[config.mk]
export PLATFORM = sky130hd
export DESIGN_NAME = vospi_frame_parser_flat
export DESIGN_NICKNAME = d
export VERILOG_FILES = /design/src/rtl/vospi_pkg.sv /design/src/rtl/vospi_frame_parser_if.sv /design/src/rtl/vospi_pixel_unpacker.sv /design/src/rtl/vospi_frame_parser.sv /design/src/flat_wrapper.sv
export SDC_FILE = /design/constraint.sdc
export NUM_CORES = 1
export LEC_CHECK = 0
export ABC_AREA = 1
export CORE_MARGIN = 4
export CORE_UTILIZATION = 40
export CTS_CLUSTER_SIZE = 28
export DETAILED_ROUTE_END_ITERATION = 10
export GPL_TIMING_DRIVEN = 0
export PLACE_DENSITY = 0.61
export SLEW_MARGIN = 20
export SYNTH_ARGS = -nofsm -noshare
export SYNTH_HDL_FRONTEND = slang
export SYNTH_HIERARCHICAL = 1
export SYNTH_SLANG_ARGS = --single-unit
[constraint.sdc]
create_clock -name clk -period 3.3 [get_ports clk]
set_input_delay 0.33 -clock clk [delete_from_list [all_inputs] [get_ports clk]]
set_output_delay 0.33 -clock clk [all_outputs]
set_load 0.005 [all_outputs]
[src/rtl/vospi_pkg.sv]
// Shared VoSPI constants and the frame parser state type.
package vospi_pkg;

   localparam int         VOSPI_PAYLOAD_BYTES  = 160;
   localparam int         VOSPI_HEADER_BYTES   = 4;
   localparam int         VOSPI_LINES          = 60;
   localparam logic [3:0] VOSPI_DISCARD_NIBBLE = 4'hF;

   // HDR waits for a packet header, PAYLOAD forwards pixels, DROP swallows a packet.
   typedef enum logic [1:0] {
      HDR     = 2'd0,
      PAYLOAD = 2'd1,
      DROP    = 2'd2
   } vospi_state_t;

endpackage

[src/rtl/vospi_frame_parser_if.sv]
// Generic AXI-Stream bundle used for both the raw word input and the pixel output.
interface vospi_frame_parser_if #(
   parameter int DATA_W = 32
);
   logic [DATA_W-1:0] tdata;
   logic              tvalid;
   logic              tready;
   logic              tlast;
   logic              tuser;

   modport master (output tdata, tvalid, tlast, tuser, input tready);
   modport slave  (input tdata, tvalid, tlast, tuser, output tready);
endinterface

[src/rtl/vospi_pixel_unpacker.sv]
// Splits a 32-bit payload word into two big-endian 16-bit pixels held in a
// two-entry register, and presents them one per cycle on the pixel stream.
module vospi_pixel_unpacker (
   input  logic                        clk,
   input  logic                        rst_n,
   input  logic [31:0]                 word_data,
   input  logic                        word_valid,
   input  logic                        word_sof,
   input  logic                        word_last,
   input  logic                        word_eof,
   output logic                        word_ready,
   output logic                        frame_end,
   vospi_frame_parser_if.master        m_axis
);
   // fill_reg: 2 = both pixels pending (pixA next), 1 = only pixB pending, 0 = empty
   logic [1:0]  fill_reg;
   logic [15:0] pix_a_reg;
   logic [15:0] pix_b_reg;
   logic        sof_a_reg;
   logic        last_b_reg;
   logic        eof_b_reg;
   logic        pix_hs;
   logic        load;

   assign pix_hs     = m_axis.tvalid && m_axis.tready;
   // Accept a new word when empty, or when the last pending pixel leaves this cycle.
   assign word_ready = (fill_reg == 2'd0) || ((fill_reg == 2'd1) && m_axis.tready);
   assign load       = word_valid && word_ready;

   assign m_axis.tvalid = (fill_reg != 2'd0);
   assign m_axis.tdata  = (fill_reg == 2'd2) ? pix_a_reg : pix_b_reg;
   assign m_axis.tuser  = (fill_reg == 2'd2) && sof_a_reg;
   assign m_axis.tlast  = (fill_reg == 2'd1) && last_b_reg;
   assign frame_end     = pix_hs && (fill_reg == 2'd1) && eof_b_reg;

   // Holding register: load a fresh word, otherwise retire one pixel per handshake.
   always_ff @(posedge clk or negedge rst_n) begin
      if (!rst_n) begin
         fill_reg   <= 2'd0;
         pix_a_reg  <= 16'd0;
         pix_b_reg  <= 16'd0;
         sof_a_reg  <= 1'b0;
         last_b_reg <= 1'b0;
         eof_b_reg  <= 1'b0;
      end else if (load) begin
         fill_reg   <= 2'd2;
         pix_a_reg  <= {word_data[7:0], word_data[15:8]};
         pix_b_reg  <= {word_data[23:16], word_data[31:24]};
         sof_a_reg  <= word_sof;
         last_b_reg <= word_last;
         eof_b_reg  <= word_eof;
      end else if (pix_hs) begin
         fill_reg   <= fill_reg - 2'd1;
      end
   end

endmodule

[src/rtl/vospi_frame_parser.sv]
// VoSPI packet parser: decodes headers, drops discard packets, tracks the
// line sequence and forwards payload pixels with frame/line markers.
module vospi_frame_parser
   import vospi_pkg::*;
#(
   parameter int AXI_DATA_WIDTH = 32,
   parameter int LINE_PIXELS    = VOSPI_PAYLOAD_BYTES / 2,
   parameter int FRAME_LINES    = VOSPI_LINES
) (
   input  logic                 clk,
   input  logic                 rst_n,
   vospi_frame_parser_if.slave  s_axis,
   vospi_frame_parser_if.master m_axis,
   output logic                 frame_done,
   output logic                 sync_err,
   output logic [5:0]           line_num
);
   localparam int         WORDS_PER_LINE = (LINE_PIXELS * 2) / (AXI_DATA_WIDTH / 8);
   localparam logic [5:0] LAST_WORD      = 6'(WORDS_PER_LINE - 1);
   localparam logic [5:0] LAST_LINE      = 6'(FRAME_LINES - 1);

   vospi_state_t state_reg, state_next;
   logic [5:0]   word_cnt_reg, word_cnt_next;
   logic [5:0]   expected_reg, expected_next;
   logic [5:0]   line_reg, line_next;
   logic         ready_en_reg;

   logic [7:0]   hdr_b0;
   logic [7:0]   hdr_b1;
   logic [11:0]  hdr_id;
   logic         hdr_discard;
   logic         unp_ready;
   logic         word_hs;
   logic         last_word;
   logic         unused_sideband;

   assign hdr_b0      = s_axis.tdata[7:0];
   assign hdr_b1      = s_axis.tdata[15:8];
   assign hdr_id      = {hdr_b0[3:0], hdr_b1};
   assign hdr_discard = (hdr_b0[3:0] == VOSPI_DISCARD_NIBBLE);

   assign s_axis.tready = ready_en_reg && ((state_reg != PAYLOAD) || unp_ready);
   assign word_hs       = s_axis.tvalid && s_axis.tready;
   assign last_word     = (word_cnt_reg == LAST_WORD);
   assign line_num      = line_reg;
   // Packet framing is purely by word count, so input sideband bits are ignored.
   assign unused_sideband = s_axis.tlast ^ s_axis.tuser;

   // State, counters and the one-cycle input hold-off after reset release.
   always_ff @(posedge clk or negedge rst_n) begin
      if (!rst_n) begin
         state_reg    <= HDR;
         word_cnt_reg <= 6'd0;
         expected_reg <= 6'd0;
         line_reg     <= 6'd0;
         ready_en_reg <= 1'b0;
      end else begin
         state_reg    <= state_next;
         word_cnt_reg <= word_cnt_next;
         expected_reg <= expected_next;
         line_reg     <= line_next;
         ready_en_reg <= 1'b1;
      end
   end

   // Header decode and sequence tracking. The expected line advances when the
   // last payload word is accepted so the next header, which may arrive while
   // the final pixels still drain, is compared against the following line.
   always_comb begin
      state_next    = state_reg;
      word_cnt_next = word_cnt_reg;
      expected_next = expected_reg;
      line_next     = line_reg;
      sync_err      = 1'b0;
      case (state_reg)
         HDR: begin
            if (word_hs) begin
               word_cnt_next = 6'd0;
               if (hdr_discard) begin
                  state_next = DROP;
               end else if (hdr_id == {6'd0, expected_reg}) begin
                  state_next = PAYLOAD;
                  line_next  = expected_reg;
               end else if (hdr_id == 12'd0) begin
                  sync_err   = 1'b1;
                  state_next = PAYLOAD;
                  line_next  = 6'd0;
               end else begin
                  sync_err      = 1'b1;
                  expected_next = 6'd0;
                  state_next    = DROP;
               end
            end
         end
         PAYLOAD: begin
            if (word_hs) begin
               if (last_word) begin
                  state_next    = HDR;
                  expected_next = (line_reg == LAST_LINE) ? 6'd0 : line_reg + 6'd1;
               end else begin
                  word_cnt_next = word_cnt_reg + 6'd1;
               end
            end
         end
         DROP: begin
            if (word_hs) begin
               if (last_word) begin
                  state_next = HDR;
               end else begin
                  word_cnt_next = word_cnt_reg + 6'd1;
               end
            end
         end
         default: state_next = HDR;
      endcase
   end

   vospi_pixel_unpacker u_unpacker (
      .clk        (clk),
      .rst_n      (rst_n),
      .word_data  (s_axis.tdata[31:0]),
      .word_valid (ready_en_reg && (state_reg == PAYLOAD) && s_axis.tvalid),
      .word_sof   ((word_cnt_reg == 6'd0) && (line_reg == 6'd0)),
      .word_last  (last_word),
      .word_eof   (last_word && (line_reg == LAST_LINE)),
      .word_ready (unp_ready),
      .frame_end  (frame_done),
      .m_axis     (m_axis)
   );

endmodule

[src/flat_wrapper.sv]
// flat-port wrapper written by rule: the top's interface ports become plain ports
module vospi_frame_parser_flat import vospi_pkg::*;
#(
   parameter int AXI_DATA_WIDTH = 32,
   parameter int LINE_PIXELS    = VOSPI_PAYLOAD_BYTES / 2,
   parameter int FRAME_LINES    = VOSPI_LINES
)
  (clk, rst_n, frame_done, sync_err, line_num, s_axis_tdata, s_axis_tvalid, s_axis_tlast, s_axis_tuser, s_axis_tready, m_axis_tdata, m_axis_tvalid, m_axis_tlast, m_axis_tuser, m_axis_tready);
  vospi_frame_parser_if #(.DATA_W(32)) s_axis_i ();
  vospi_frame_parser_if #(.DATA_W(16)) m_axis_i ();
  input  logic clk;
  input  logic rst_n;
  output logic frame_done;
  output logic sync_err;
  output logic [5:0] line_num;
  input wire logic [$bits(s_axis_i.tdata)-1:0] s_axis_tdata;
  input wire logic [$bits(s_axis_i.tvalid)-1:0] s_axis_tvalid;
  input wire logic [$bits(s_axis_i.tlast)-1:0] s_axis_tlast;
  input wire logic [$bits(s_axis_i.tuser)-1:0] s_axis_tuser;
  output wire logic [$bits(s_axis_i.tready)-1:0] s_axis_tready;
  output wire logic [$bits(m_axis_i.tdata)-1:0] m_axis_tdata;
  output wire logic [$bits(m_axis_i.tvalid)-1:0] m_axis_tvalid;
  output wire logic [$bits(m_axis_i.tlast)-1:0] m_axis_tlast;
  output wire logic [$bits(m_axis_i.tuser)-1:0] m_axis_tuser;
  input wire logic [$bits(m_axis_i.tready)-1:0] m_axis_tready;
  assign s_axis_i.tdata = s_axis_tdata;
  assign s_axis_i.tvalid = s_axis_tvalid;
  assign s_axis_i.tlast = s_axis_tlast;
  assign s_axis_i.tuser = s_axis_tuser;
  assign s_axis_tready = s_axis_i.tready;
  assign m_axis_tdata = m_axis_i.tdata;
  assign m_axis_tvalid = m_axis_i.tvalid;
  assign m_axis_tlast = m_axis_i.tlast;
  assign m_axis_tuser = m_axis_i.tuser;
  assign m_axis_i.tready = m_axis_tready;
  vospi_frame_parser #(.AXI_DATA_WIDTH(AXI_DATA_WIDTH), .LINE_PIXELS(LINE_PIXELS), .FRAME_LINES(FRAME_LINES)) u_core (.clk(clk), .rst_n(rst_n), .s_axis(s_axis_i), .m_axis(m_axis_i), .frame_done(frame_done), .sync_err(sync_err), .line_num(line_num));
endmodule
==> flow_metrics.tcl <==
set metrics [dict create \
    syn_inst 453 \
    period_minus_slack_ns 2.98 \
    vias_per_cell 4.75 \
    placed_area_um2 4230 \
    synth_top_area_cell "dfrtp_1" \
    wirelength_um 8210 \
    vias 3038 \
    cp-end-kind "output pin" \
    power.density_nw_per_um2 468 \
    syn_area_um2 3450 \
    netlist_top_cells_count "nand2_1 (143), nand3_1 (62), dfrtp_1 (58), inv_1 (54), nor2_1 (23)" \
    postRouteAntennaNets 0 \
    rows 33 \
    critical_path_required_ns 2.97 \
    cts-root-buf "clkbuf_8" \
    antenna_found_initial 0 \
    port_buffers 63 \
    clk_latency_ns 0.34 \
    first_global_vias 2949 \
    layout-drive-gt1-share 0.140 \
    die-area_um2 10200 \
    rsz0062_at_grt "no" \
    cts_buffers 9 \
    finalHoldViolations 0 \
    synth_edf_count 0 \
    clock_sinks 58 \
    grt_pass1_wl_um 13800 \
    coreArea_um2 8300 \
    initial_utilization 0.415 \
    cts_tree "yes" \
    status "completed" \
    utilization 0.537 \
    fmax_ghz 0.336 \
    syn_nets 500 \
    grt_max_degree 37 \
    syn_avg_cell_area_um2 7.61 \
    clk_path_buf_depth 2 \
    ys_types 33 \
    synth.most_common_cell "nand2_1" \
    clk_pin_slew_worst_paths_ns 0.06 \
    cts_resized 0 \
    fin_crit_sh 0.902 \
    drc 0 \
    whs_ns 0.426 \
    finClkSkew_ns 0.00466 \
    overflow 0 \
    synthFlopType "dfrtp_1" \
    nets 576 \
    synthTopCellsByArea "dfrtp_1 (42%), nand2_1 (16%), nand3_1 (9.0%)" \
    yosysSeqAreaShare 0.421 \
    cp-start-kind "register" \
    slew_viol_final 0 \
    hpwl_um 6380 \
    synth_seq_cells 58 \
    critPathKind "register to output pin" \
    synth_top_area_frac 0.421 \
    synthToLayoutAreaGrowth_pct 29.2 \
    crit_fanout 10 \
    arrival_ns 2.65 \
    p_leak_nw 2.21 \
    finalInstanceArea_um2 4460 \
    yosys_warnings 6 \
    async_flop_share 1.00 \
    place_congestion 0.839 \
    die_x_um 101 \
    wire_per_inst_um 12.8 \
    maxCapViolCount 0 \
    die_h_um 101 \
    htree_levels 3 \
    first_pass_iters 4 \
    postCtsSetupRepairBufs 0 \
    grt_usage 0.172 \
    io-pin-count 66 \
    antennaDiodeCount 0 \
    setup_viol 0 \
    irDropWorstVdd_v 0.000230 \
    drt_iter0_markers 108 \
    min_path_type "input pin to async pin" \
    r2r_cells 14 \
]
cell usage in the layout (no fill, tap or decap), types with 3 or more instances in the layout:
cell and n:
buf_4 5, nor2_1 23, ha_1 9, a21oi_1 5
o21ai_1 4, clkbuf_8 10, inv_1 54, buf_6 5
buf_2 5, nand3_2 3, o21ai_0 17, xor2_1 3
dfrtp_1 58, nor2_2 3, clkdlybuf4s50_1 62, nand2_4 3
nand4_1 4, inv_2 4, nand2_2 17, nand2_1 143
nand3_1 62, o21ai_2 7, clkbuf_1 4
cells by family after synthesis:
logic type	Yosys count	share of synthesized area
XOR/XNOR	5	0.0127
other	1	0.00109
AND/OR/NAND/NOR	268	0.372
buffers and inverters	77	0.101
flip-flops	58	0.421
adder cells (fa/ha/maj)	9	0.0327
AO/OA/AOI/OAI	35	0.0599
final cells by class:
type	count	area [µm²]
fill	840	3840
inverter	60	225
multi-input combinational	318	1650
buffer	17	123
sequential	58	1450
clock inverter	5	77.6
timing repair buffer	65	658
tap	105	131
clock buffer	11	141
report_power, final:
group | switching, mW | internal, mW | leakage [nW]
Combinational | 0.382 | 0.206 | 1.30
Sequential | 0.0249 | 0.745 | 0.800
Clock | 0.285 | 0.443 | 0.109
Total | 0.692 | 1.39 | 2.21
worst max-delay path: stages (launching register included):
cell and delay, ns:
dfrtp_1 0.39, inv_1 0.10, ha_1 0.20, nand2_2 0.11, nand2_8 0.12, buf_4 0.19
inv_1 0.07, nand2_1 0.07, nand3_2 0.14, nor2_4 0.20, nand2_1 0.08, nor2_1 0.12
clkdlybuf4s50_1 0.52
worst paths after layout:
check	startpoint	to	slack, ns
worst max register to register	u_core/u_unpacker/fill_reg[1]	u_core/expected_reg[3]	1.13
min in group clk	u_core/u_unpacker/pix_b_reg[10]	u_core/u_unpacker/pix_b_reg[10]	0.47
worst min register to register	u_core/u_unpacker/pix_b_reg[10]	u_core/u_unpacker/pix_b_reg[10]	0.47
worst min-delay path	rst_n	u_core/u_unpacker/fill_reg[1]	0.43
max in group asynchronous	rst_n	u_core/expected_reg[4]	2.39
worst max-delay path	u_core/u_unpacker/fill_reg[1]	sync_err	0.32
metal layers:
metal / part of all wire / vias up / track usage
met5: 0 / - / 0
met4: 0.015 / 0 / 0.0684
met3: 0.052 / 9 / 0.0339
met2: 0.46 / 58 / 0.276
met1: 0.47 / 1397 / 0.229
li1: - / 1574 / -
what timing repair did:
item / in CTS / in global routing
hold buffers: 1 / 0
setup endpoints to repair: 0 / 0
endpoints found under the hold margin: 22 / 0
metrics by stage:
step           cells  setup WS (ns)  power [mW]  TNS (ns)
2_1_floorplan    453           1.45        1.17         0
3_3_place_gp     621       -0.00199        1.36   -0.0195
3_5_place_dp     622          0.470        1.38         0
4_1_cts          639          0.258        2.12         0
5_1_grt          639          0.119        2.23         0
6_report         639          0.323        2.09         0
Power figures use the tool's default switching activity.
